## src/rtl/stack_sequencer.sv

```systemverilog
`default_nettype none
// ============================================================================
//  Module   : stack_sequencer
//  Purpose  : Sequencer for a small stack machine. Holds program memory,
//             the 16-entry stack, pc/sp/opcode, and steps
//             HALT -> FETCH -> EXEC (-> SLEEP) while an external execute unit
//             computes the next architectural state.
//  Revision : 1.0 - initial release
// ============================================================================
module stack_sequencer #(
    parameter int SLEEP_CYCLES = 16
) (
    input  logic       clk,
    input  logic       rst_n,
    input  logic       start,
    input  logic       load_en,
    input  logic [5:0] load_addr,
    input  logic [7:0] load_data,
    output logic [3:0] opcode,
    output logic [5:0] pc,
    output logic [3:0] sp,
    output logic [7:0] top,
    output logic [7:0] btop,
    output logic [7:0] pmem_in,
    input  logic [5:0] pc_plus,
    input  logic [3:0] sp_min,
    input  logic [7:0] sp_w_cnt,
    input  logic [7:0] new_top,
    input  logic [7:0] new_btop,
    input  logic       pmem_we,
    input  logic [5:0] pmem_w_addr,
    input  logic [7:0] pmem_out,
    input  logic       sleep,
    input  logic       stop,
    output logic       halted,
    output logic       sleeping,
    output logic       running
);

    localparam logic [7:0] c_sleep_load = 8'(SLEEP_CYCLES);

    typedef enum logic [1:0] {
        HALT  = 2'd0,
        FETCH = 2'd1,
        EXEC  = 2'd2,
        SLEEP = 2'd3
    } state_t;

    state_t     r_state;
    state_t     w_state_nxt;

    logic [7:0] r_pmem  [0:63];
    logic [7:0] r_stack [0:15];
    logic [5:0] r_pc;
    logic [3:0] r_sp;
    logic [3:0] r_opcode;
    logic [7:0] r_sleep_cnt;

    logic [3:0] w_top_idx;
    logic [3:0] w_btop_idx;
    logic [3:0] w_wr1_idx;
    logic [3:0] w_wr2_idx;
    logic       w_exec;
    logic       w_pmem_we;
    logic [5:0] w_pmem_addr;
    logic [7:0] w_pmem_data;

    // Stack-relative indices; 4-bit arithmetic gives the modulo-16 wrap.
    assign w_top_idx  = r_sp - 4'd1;
    assign w_btop_idx = r_sp - 4'd2;
    assign w_wr1_idx  = sp_min - 4'd1;
    assign w_wr2_idx  = sp_min - 4'd2;
    assign w_exec     = (r_state == EXEC);

    assign opcode   = r_opcode;
    assign pc       = r_pc;
    assign sp       = r_sp;
    assign top      = r_stack[w_top_idx];
    assign btop     = r_stack[w_btop_idx];
    assign pmem_in  = r_pmem[top[5:0]];
    assign halted   = (r_state == HALT);
    assign sleeping = (r_state == SLEEP);
    assign running  = (r_state == FETCH) || (r_state == EXEC);

    // Single program-memory write port shared by the loader (HALT only,
    // start has priority) and the execute-unit commit in EXEC.
    always_comb begin
        w_pmem_we   = 1'b0;
        w_pmem_addr = load_addr;
        w_pmem_data = load_data;
        if (r_state == HALT) begin
            w_pmem_we = load_en && !start;
        end else if (w_exec && pmem_we) begin
            w_pmem_we   = 1'b1;
            w_pmem_addr = pmem_w_addr;
            w_pmem_data = pmem_out;
        end
    end

    // Program memory is not reset; gating on rst_n blocks a write racing reset.
    always_ff @(posedge clk) begin
        if (rst_n && w_pmem_we) begin
            r_pmem[w_pmem_addr] <= w_pmem_data;
        end
    end

    // FSM state register.
    always_ff @(posedge clk or negedge rst_n) begin
        if (!rst_n) begin
            r_state <= HALT;
        end else begin
            r_state <= w_state_nxt;
        end
    end

    // Next-state decode; stop outranks sleep at the EXEC commit.
    always_comb begin
        w_state_nxt = r_state;
        case (r_state)
            HALT:    if (start) w_state_nxt = FETCH;
            FETCH:   w_state_nxt = EXEC;
            EXEC: begin
                if (stop)       w_state_nxt = HALT;
                else if (sleep) w_state_nxt = SLEEP;
                else            w_state_nxt = FETCH;
            end
            SLEEP:   if (r_sleep_cnt <= 8'd1) w_state_nxt = FETCH;
            default: w_state_nxt = HALT;
        endcase
    end

    // Sleep down-counter: loaded on entry, last SLEEP cycle is count==1.
    always_ff @(posedge clk or negedge rst_n) begin
        if (!rst_n) begin
            r_sleep_cnt <= 8'd0;
        end else if (w_exec && !stop && sleep) begin
            r_sleep_cnt <= c_sleep_load;
        end else if (r_state == SLEEP && r_sleep_cnt != 8'd0) begin
            r_sleep_cnt <= r_sleep_cnt - 8'd1;
        end
    end

    // Opcode capture in FETCH (low nibble only) and pc/sp commit in EXEC.
    always_ff @(posedge clk or negedge rst_n) begin
        if (!rst_n) begin
            r_opcode <= 4'd0;
            r_pc     <= 6'd0;
            r_sp     <= 4'd0;
        end else begin
            if (r_state == FETCH) begin
                r_opcode <= r_pmem[r_pc][3:0];
            end
            if (w_exec) begin
                r_pc <= pc_plus;
                r_sp <= sp_min;
            end
        end
    end

    // Stack writes at commit: one or two entries below the new sp.
    always_ff @(posedge clk or negedge rst_n) begin
        if (!rst_n) begin
            for (int i = 0; i < 16; i++) begin
                r_stack[i] <= 8'd0;
            end
        end else if (w_exec) begin
            if (sp_w_cnt == 8'd1) begin
                r_stack[w_wr1_idx] <= new_top;
            end else if (sp_w_cnt == 8'd2) begin
                r_stack[w_wr1_idx] <= new_top;
                r_stack[w_wr2_idx] <= new_btop;
            end
        end
    end

endmodule
`default_nettype wire

```

## config.mk

```make
export PLATFORM = sky130hd
export DESIGN_NAME = stack_sequencer
export DESIGN_NICKNAME = d
export VERILOG_FILES = /design/src/rtl/stack_sequencer.sv
export SDC_FILE = /design/constraint.sdc
export NUM_CORES = 1
export LEC_CHECK = 0
export CAP_MARGIN = 20
export CORE_MARGIN = 2
export CORE_UTILIZATION = 23
export DETAILED_ROUTE_END_ITERATION = 10
export PLACE_DENSITY = 0.44
export SKIP_CTS_REPAIR_TIMING = 1
export SYNTH_ARGS = -nofsm -noshare
export SYNTH_HDL_FRONTEND = slang
export SYNTH_SLANG_ARGS = --single-unit
```

## constraint.sdc

```tcl
create_clock -name clk -period 6.4 [get_ports clk]
set_input_delay 0.64 -clock clk [delete_from_list [all_inputs] [get_ports clk]]
set_output_delay 0.64 -clock clk [all_outputs]
set_load 0.02 [all_outputs]
```

---- Word-level counts from Yosys, hierarchy flattened ----
Memory sizes are Yosys's and may differ from the RTL's. A register that Yosys moved wholly into a read port is not among the register bits.
Index checks and enable logic that the tools add are counted.
word-level totals
  output and inout port bits .............. 41
  input port bits ......................... 69
  memory bits (writable) .................. 512
  memories kept ........................... 1
  flip-flop bits (word level) ............. 148
  word-level logic and storage cells ...... 91
memory list
  name    words  width  rd ports  clocked after memory_dff  wr ports  line  text
  r_pmem  64     8      2         1                         1         52    logic [7:0] r_pmem [0:63];
operators by class
  reductions and logical operators ........ 18
  add/sub/neg operators ................... 5
  order comparisons ....................... 7
  equal/unequal tests ..................... 7
  bitwise logic cells ..................... 4
  multiplexer cells ....................... 29
operators with widths
  operator               number
  $bwmux W128            2
  $mux W128              2
  $mux W8                10
  $bmux W8 S4            2
  $demux W8 S4           2
  $ge A5 B5 Y1 const B   4
  $not A4 Y5             4
  $mux W6                2
  $lt A5 B1 Y1 const B   2
  $eq A8 B1 Y1 const B   1
  $eq A8 B2 Y1 const B   1
  $le A8 B1 Y1 const B   1
  $logic_and A1 B1 Y1    8
  $mux W2                4
  $pmux W2 S4            1
  $reduce_bool A8 Y1     1
  $sub A4 B1 Y4 const B  2
  $sub A4 B2 Y4 const B  2
  $sub A8 B1 Y8 const B  1
  $eq A2 B2 Y1 const B   2
  $mux W1                4
  $reduce_and A2 Y1      2
  $reduce_bool A2 Y1     2
  $logic_not A1 Y1       3
  other kinds (5)        5

---- Longest topological paths before layout ----
  depth after elaboration ................. 10
  mapped depth ............................ 18
  gate-level depth less buffers ........... 11

---- Least setup slack after synthesis ----
No wires, ideal clock.
  kind .................................... register to output
  start point ............................. reg r_sp[0], in the netlist sp[0]
  end point ............................... out pmem_in[4]
  path buffers ............................ 6
  data arrival time ....................... 4.660 ns
  data required time ...................... 5.760 ns
  path slack .............................. 1.100 ns
  stages on the path, launching flop included .. 16
  cell sequence ........................... dfrtp_1 buf_6 buf_8 clkbuf_1 inv_1 ha_1 clkbuf_1 mux4_2 mux4_2 nand2b_1 buf_4 nor2_2 buf_6 a221oi_2 o22ai_1 a2111oi_2
between the ends
  longest elaborated chain between the ends .. 6
ends and longest elaborated chain
  element                                     line  text
  from (decl)                                 55    logic [3:0] r_sp;
  from (signal assigned)                      155   r_sp <= sp_min;
  $sub A4 B1 Y4                               69    assign w_top_idx = r_sp - 4'd1;
  $not A4 Y5 (implied by the code)            78    assign top = r_stack[w_top_idx];
  $bmux W8 S4                                 78
  $mux W8 (implied by the code) (2 in a row)  78
  net top[4]                                  22    output logic [7:0] top,
  $mem_v2 Z64 W8                              n/a
  to (decl)                                   24    output logic [7:0] pmem_in,
The timed path passes the listed nets, and every way through them passes these cells. The select of a mux whose other input is x is not followed.

---- Worst setup path in the final report ----
  start point ............................. reg r_sp[0], in the netlist sp[0]
  end point ............................... out pmem_in[7]
between the ends
  longest elaborated chain between the ends .. 6
ends and longest elaborated chain
  element                                     line
  $sub A4 B1 Y4                               69
  $not A4 Y5 (implied by the code)            78
  $bmux W8 S4                                 78
  $mux W8 (implied by the code) (2 in a row)  78
  $mem_v2 Z64 W8                              n/a
No other way between the ends. The select of a mux whose other input is x is not followed.

==> impl_metrics.env <==
export IMPL_worstSetupEndpointType="output port"
export IMPL_wl_met1_um=49600
export IMPL_hold_viol_final=0
export IMPL_ys_seq_elements=664
export IMPL_setup_ws_ps=155
export IMPL_route_met3_wl_um=6460
export IMPL_cts_sinks=664
export IMPL_hold_depth=1
export IMPL_clock_skew_ps=36.2
export IMPL_synth_top_cell_by_area="edfxtp_1"
export IMPL_maxCapViolations=0
export IMPL_comb_power_share=0.341
export IMPL_synthArstFlopShare=0.229
export IMPL_drive_above_1_share=0.150
export IMPL_postSynthCellCount=2525
export IMPL_drt_iter0_markers=2227
export IMPL_seq_area_frac_synth=0.604
export IMPL_start_kind="flip-flop"
export IMPL_cp_required_ps=5760
export IMPL_die_w_um=376
export IMPL_ys_warn_count=0
export IMPL_slew_violations=0
export IMPL_clkTransAtPathRegs_ps=60
export IMPL_synth_top_area_share=0.484
export IMPL_rrSetupSlack_ps=2240
export IMPL_place_ws_ps=812
export IMPL_setup_viol=0
export IMPL_crit_arrival_ps=5610
export IMPL_yosysUniqueCellTypes=51
export IMPL_start_util=0.231
export IMPL_synth_common_cells="edfxtp_1, nand2_1, nor2_1"
export IMPL_core_area_mm2=0.137
export IMPL_r2r_start="r_state[1]"
export IMPL_grt_overflow_total=0
export IMPL_internal_power_mw=9.41
export IMPL_pwr_share_seq=0.348
export IMPL_relSlewSlack=0.298
export IMPL_routed_wl_um=113000
export IMPL_post_drt_via_cell_ratio=4.94
export IMPL_ir_drop_v=0.000524
export IMPL_area_growth_pct=17.7
export IMPL_ant_nets=0
export IMPL_power_density_mw_per_mm2=390
export IMPL_status="finished clean"
export IMPL_cts_path_max_buffers=3
export IMPL_num_vias=21992
export IMPL_crit_fanout=67
export IMPL_sw_frac_of_total=0.354
export IMPL_clkLatencyLatePin_ps=670
export IMPL_path_buf_inv=5
export IMPL_synth_area_top_cells="edfxtp_1, dfrtp_1, mux4_2, nand2_1, a21oi_1"
export IMPL_path_cells="inv_1 > ha_1 > buf_4 > mux4_2 > mux2i_1 > mux2_8 > inv_8 > buf_12 > mux2i_1 > a221oi_1 > a32oi_1 > a2111oi_2 > buf_4"
export IMPL_leakage_nw=13.0
export IMPL_root_buffer="clkbuf_16"
export IMPL_grt_max_degree=91
export IMPL_syn_area_mm2=0.0317
export IMPL_avgSynthCellArea_um2=12.6
export IMPL_fin_area_mm2=0.0374
export IMPL_top_layer_used="met4"
export IMPL_ctsHtreeMaxLevel=3
export IMPL_p_clk_frac=0.311
export IMPL_drt_first_pass_iters=6
export IMPL_num_rows=136
export IMPL_cts_buffers=78
export IMPL_min_period_over_period=0.976
export IMPL_hp_class="reg -> reg"
export IMPL_fmax_ghz=0.160
export IMPL_io_pins=110
export IMPL_synth_edf_count=512
export IMPL_synth_nets=2606
export IMPL_die_area_mm2=0.141
export IMPL_antenna_found_initial=0
export IMPL_dpl_hpwl_um=75700
export IMPL_p_switching_mw=5.17
export IMPL_yosysMostFrequentCell="edfxtp_1"
export IMPL_crit_slowest_cell="a221oi_1"
export IMPL_fin_nets=2670
export IMPL_critPathLaunch="sp[0]"
export IMPL_cp_top_family="compound AO/OA/AOI/OAI gates"
export IMPL_routabilityCongestion=0.820
export IMPL_route_detailed_drc=0
export IMPL_wl_per_cell_um=25.4
export IMPL_rr_endpoint="r_pmem[38][6]"
export IMPL_synth_flop_cell="edfxtp_1"
export IMPL_wl_met2_um=54200
export IMPL_max_stage_delay_ps=680
export IMPL_worst_slew_pin_transition_ps=1050
export IMPL_min_to="opcode[1]"
export IMPL_cts_tree="built"
export IMPL_r2r_cells=8
export IMPL_grt_pass1_wl_um=163000
export IMPL_hp_start="opcode[1]"
export IMPL_crit_type="reg -> out"
export IMPL_die_height_um=376
export IMPL_port_buffers=109
export IMPL_post_dp_cell_area_mm2=0.0348
export IMPL_grtUsageTotal=0.158
export IMPL_grt_pass1_vias=21791
export IMPL_rsz0062_at_grt="no"
export IMPL_setup_tns_ps=0
export IMPL_period_needed_ps=6250
export IMPL_total_power_mw=14.6
## layout make-up
| class | instances | area (um2) |
|---|---|---|
| diodes | 1 | 2.50 |
| clock buffers | 102 | 2110 |
| clock inverters | 42 | 438 |
| fillers | 14106 | 100000 |
| inverters | 14 | 61.3 |
| multi-input cells | 1673 | 11800 |
| flip-flops and latches | 664 | 19200 |
| well taps | 1794 | 2240 |
| repair buffers | 158 | 1570 |
## cells in the final DEF, fill, tap and decap left out, types with 12 or more instances in the layout
cell / n
edfxtp_1: 512
nand2_1: 457
nor2_1: 222
a21oi_1: 177
mux4_2: 162
dfrtp_1: 149
o22ai_1: 136
and3_1: 129
clkdlybuf4s50_1: 100
nand3_1: 81
o21ai_0: 80
clkbuf_16: 80
mux2i_1: 61
buf_4: 46
mux2_2: 29
clkbuf_1: 19
clkinv_2: 16
nand4_1: 16
clkinv_1: 13
inv_1: 12
## stage by stage
stage / hold WS (ps) / util / std cells
after floorplan: 344 / - / 2525
after global placement: 504 / 0.253 / 4301
after detailed placement: 510 / 0.253 / 4302
after CTS: -17.3 / 0.272 / 4446
after global routing: 538 / 0.272 / 4447
final: 521 / 0.272 / 4448
## power groups by stage
| stage | combinational [mW] | sequential (mW) | clock [mW] |
|---|---|---|---|
| floorplan | 3.09 | 5.04 | 0 |
| finish | 4.97 | 5.07 | 4.53 |
| global placement | 4.96 | 5.18 | 0 |
| detailed placement | 5.01 | 5.16 | 0 |
| global route | 5.24 | 5.09 | 4.81 |
| CTS | 5.02 | 5.08 | 4.64 |
## registers in the layout (all words and copies together) (netlist names)
signal / cells
opcode: 4
pc: 6
r_pmem: 512
r_sleep_cnt: 8
r_stack: 128
r_state: 2
sp: 4
## metal layers
metal,vias up,track usage
li1,9686,-
met1,11424,0.215
met2,757,0.260
met3,125,0.0234
met4,0,0.0427
met5,-,0
## cells by family (layout without fill, tap and decap cells)
family	count (synthesis)	after routing	share of synthesized area
other cells	0	1	0
buf+inv	188	316	0.0268
flops	664	664	0.604
xor+xnor	15	15	0.00497
simple gates	954	954	0.132
mux	253	253	0.145
fa+ha+maj	12	12	0.00473
compound gates	439	439	0.0828
## worst max-delay path by stage
| stage | cells after the start | endpoint | slack [ps] |
|---|---|---|---|
| after detailed placement | 15 | pmem_in[3] | 810 |
| final | 13 | pmem_in[7] | 150 |
| after floorplan | 15 | pmem_in[4] | 1100 |
| after CTS | 15 | pmem_in[3] | 100 |
| after global placement | 15 | pmem_in[3] | 810 |
| after global routing | 13 | pmem_in[3] | 10 |
No activity file was read; power rests on OpenSTA's default activity.
==> RTL change (same settings) <==
Add an input register stage for `new_top`; this delays it by one clock. The other inputs are not delayed to match.
--- a/src/rtl/stack_sequencer.sv
+++ b/src/rtl/stack_sequencer.sv
@@ -46,4 +46,10 @@
         SLEEP = 2'd3
     } state_t;
+
+    logic [7:0] new_top_q;
+
+    always_ff @(posedge clk) begin
+        new_top_q <= new_top;
+    end
 
     state_t     r_state;
@@ -166,7 +172,7 @@
         end else if (w_exec) begin
             if (sp_w_cnt == 8'd1) begin
-                r_stack[w_wr1_idx] <= new_top;
+                r_stack[w_wr1_idx] <= new_top_q;
             end else if (sp_w_cnt == 8'd2) begin
-                r_stack[w_wr1_idx] <= new_top;
+                r_stack[w_wr1_idx] <= new_top_q;
                 r_stack[w_wr2_idx] <= new_btop;
             end
Function: not settled (the Yosys comparison gave no result); the edit may change what the design does.
==> RTL change against the unedited design <==
- die area rose by 0.53%
- power fell by 0.45%
- setup slack improved by 0.17 ns
- maximum frequency rose by 2.7%
- final area rose by 0.51%
- via count rose by 0.47%
- sequential cell count rose by 8
- hold slack got worse by 0.10 ns
- area after synthesis rose by 0.53%
- clock skew rose by 0.023 ns
- wire length fell by 1.8%
- critical endpoint is now pmem_in[0]
==> RTL change: results (changes against the unedited design) <==
| Metric | Value |
|---|---|
| Outcome | `completed (unchanged)` |
| Global-route wire length before repair | `160000 um (was 163000 um)` |
| Library cells used by synthesis | `52 (was 51)` |
| Routed len/inst | `24.8 um (was 25.4 um)` |
| Worst Max-Slew Pin Slew | `1.19 ns (was 1.05 ns)` |
| Peak supply drop | `315 uV (was 524 uV)` |
| Final-stage net count | `2690 (was 2670)` |
| Internal | `0.00935 W (was 0.00941 W)` |
| Leakage power summed over all cells | `13.1 nW (was 13.0 nW)` |
| Final Skew | `0.0587 ns (was 0.0362 ns)` |
| Fraction of layout instances using a drive strength above 1 | `0.152 (was 0.150)` |
| Worst EP arrival | `5.44 ns (was 5.61 ns)` |
| Proportion of register bits with asynchronous set or reset after synthesis | `0.226 (was 0.229)` |
| Antenna violations before repair | `6 (was 0)` |
| Top flop regs | `r_pmem x512, r_stack x128 (was r_pmem x512, r_stack x128, r_sleep_cnt x8)` |
| Sum of net half-perimeters after detailed placement | `74600 um (was 75700 um)` |
| Placement-stage worst setup slack | `0.873 ns (was 0.812 ns)` |
| Number of filler instances in the final layout | `14100 (about the same)` |
| First-pass iteration count of the detailed router | `5 (was 6)` |
| Post-synthesis net count | `2614 (was 2606)` |
| Path type of the worst min-delay path | `input port to register (was register to register)` |
| Largest incremental delay on the critical path | `0.65 ns (was 0.68 ns)` |
| Slowest cell on the critical path | `sky130_fd_sc_hd__mux4_2 (was sky130_fd_sc_hd__a221oi_1)` |
| Vias in the first global route | `21600 (was 21800)` |
| Maximum number of pins on one net before global-route repair | `96 (was 91)` |
| Overall fraction of global-route tracks in use | `0.154 (was 0.158)` |
| Largest cells by area after synthesis | `sky130_fd_sc_hd__edfxtp_1 (48%), sky130_fd_sc_hd__dfrtp_1 (12%), sky130_fd_sc_hd__mux4_2 (11%) (unchanged)` |
| Sequential element share of the synthesized area | `0.606 (was 0.604)` |
| 1st-iter DRT viols | `2122 (was 2227)` |
| Count of antenna diodes in the layout | `0 (was 1)` |
| Critical-path maximum fanout | `95 (was 67)` |
| Final weighted congestion of routability-driven global placement | `0.815 (was 0.820)` |
[RTL change: changes by cell type after synthesis]
cell                       before  now
sky130_fd_sc_hd__dfxtp_1        0    8
sky130_fd_sc_hd__buf_6          7    8
sky130_fd_sc_hd__buf_2         39   40
sky130_fd_sc_hd__buf_1         38   34
sky130_fd_sc_hd__clkbuf_1      80   82
[RTL change: layer usage]
metal	GRT usage	up-vias	share of wire
met5	0	-	0.00032
met1	0.210	11400	0.43
met2	0.250	786	0.47
li1	-	9732	-
met4	0.0451	6	0.026
met3	0.0282	146	0.066
[RTL change: cell type report]
type | count | area share
timing repair buffer | 170 | 0.0438
multi-input combinational | 1673 | 0.313
clock buffer | 112 | 0.0586
clock inverter | 32 | 0.00823
inverter | 14 | 0.00163
sequential | 672 | 0.515
tap | 1794 | 0.0598
[RTL change: cells by family (layout without fill, tap and decap cells)]
group,Yosys count,after routing,share of synthesized area
AND/OR/NAND/NOR,954,954,0.131
flip-flops,672,672,0.606
AO/OA/AOI/OAI,439,439,0.0824
buffers and inverters,188,328,0.0270
XOR/XNOR,15,15,0.00494
adder cells (fa/ha/maj),12,12,0.00470
multiplexers,253,253,0.144
[RTL change: critical path: cells and delay by family, from the launching register on]
family / cells / cell delay (ns)
muxes: 3 / 1.32
DFF: 1 / 0.43
AOI/OAI and AO/OA: 2 / 1.18
and+or+nand+nor: 3 / 0.74
buffers and inverters: 3 / 1.04
[RTL change: power by group through the flow]
stage | clock [W] | sequential [W] | combinational [W]
floorplan | 0 | 0.00509 | 0.00310
global placement | 0 | 0.00521 | 0.00507
detailed placement | 0 | 0.00521 | 0.00508
CTS | 0.00450 | 0.00512 | 0.00509
global route | 0.00466 | 0.00513 | 0.00529
finish | 0.00440 | 0.00511 | 0.00500
[RTL change: path summary, 6_finish.rpt]
check	slack [ns]	cells after the start	endpoint	startpoint
worst max-delay path	0.32	11	pmem_in[0]	sp[0]
worst min-delay path	0.42	1	new_top_q[6]	new_top[6]
worst max register to register	2.13	7	r_pmem[19][5]	r_state[0]
worst min register to register	0.51	1	opcode[3]	opcode[3]
max in group asynchronous	3.82	4	r_stack[18]	rst_n
min in group asynchronous	0.48	2	r_stack[41]	rst_n
[RTL change: metrics by stage]
step / power (W) / cells / hold slack, ns / cell area (um2)
floorplan: 0.00819 / 2533 / 0.344 / 31900
global placement: 0.0103 / 4321 / 0.500 / 35000
detailed placement: 0.0103 / 4322 / 0.503 / 35000
CTS: 0.0147 / 4466 / -0.0780 / 37500
global route: 0.0151 / 4467 / 0.400 / 37600
finish: 0.0145 / 4467 / 0.421 / 37600
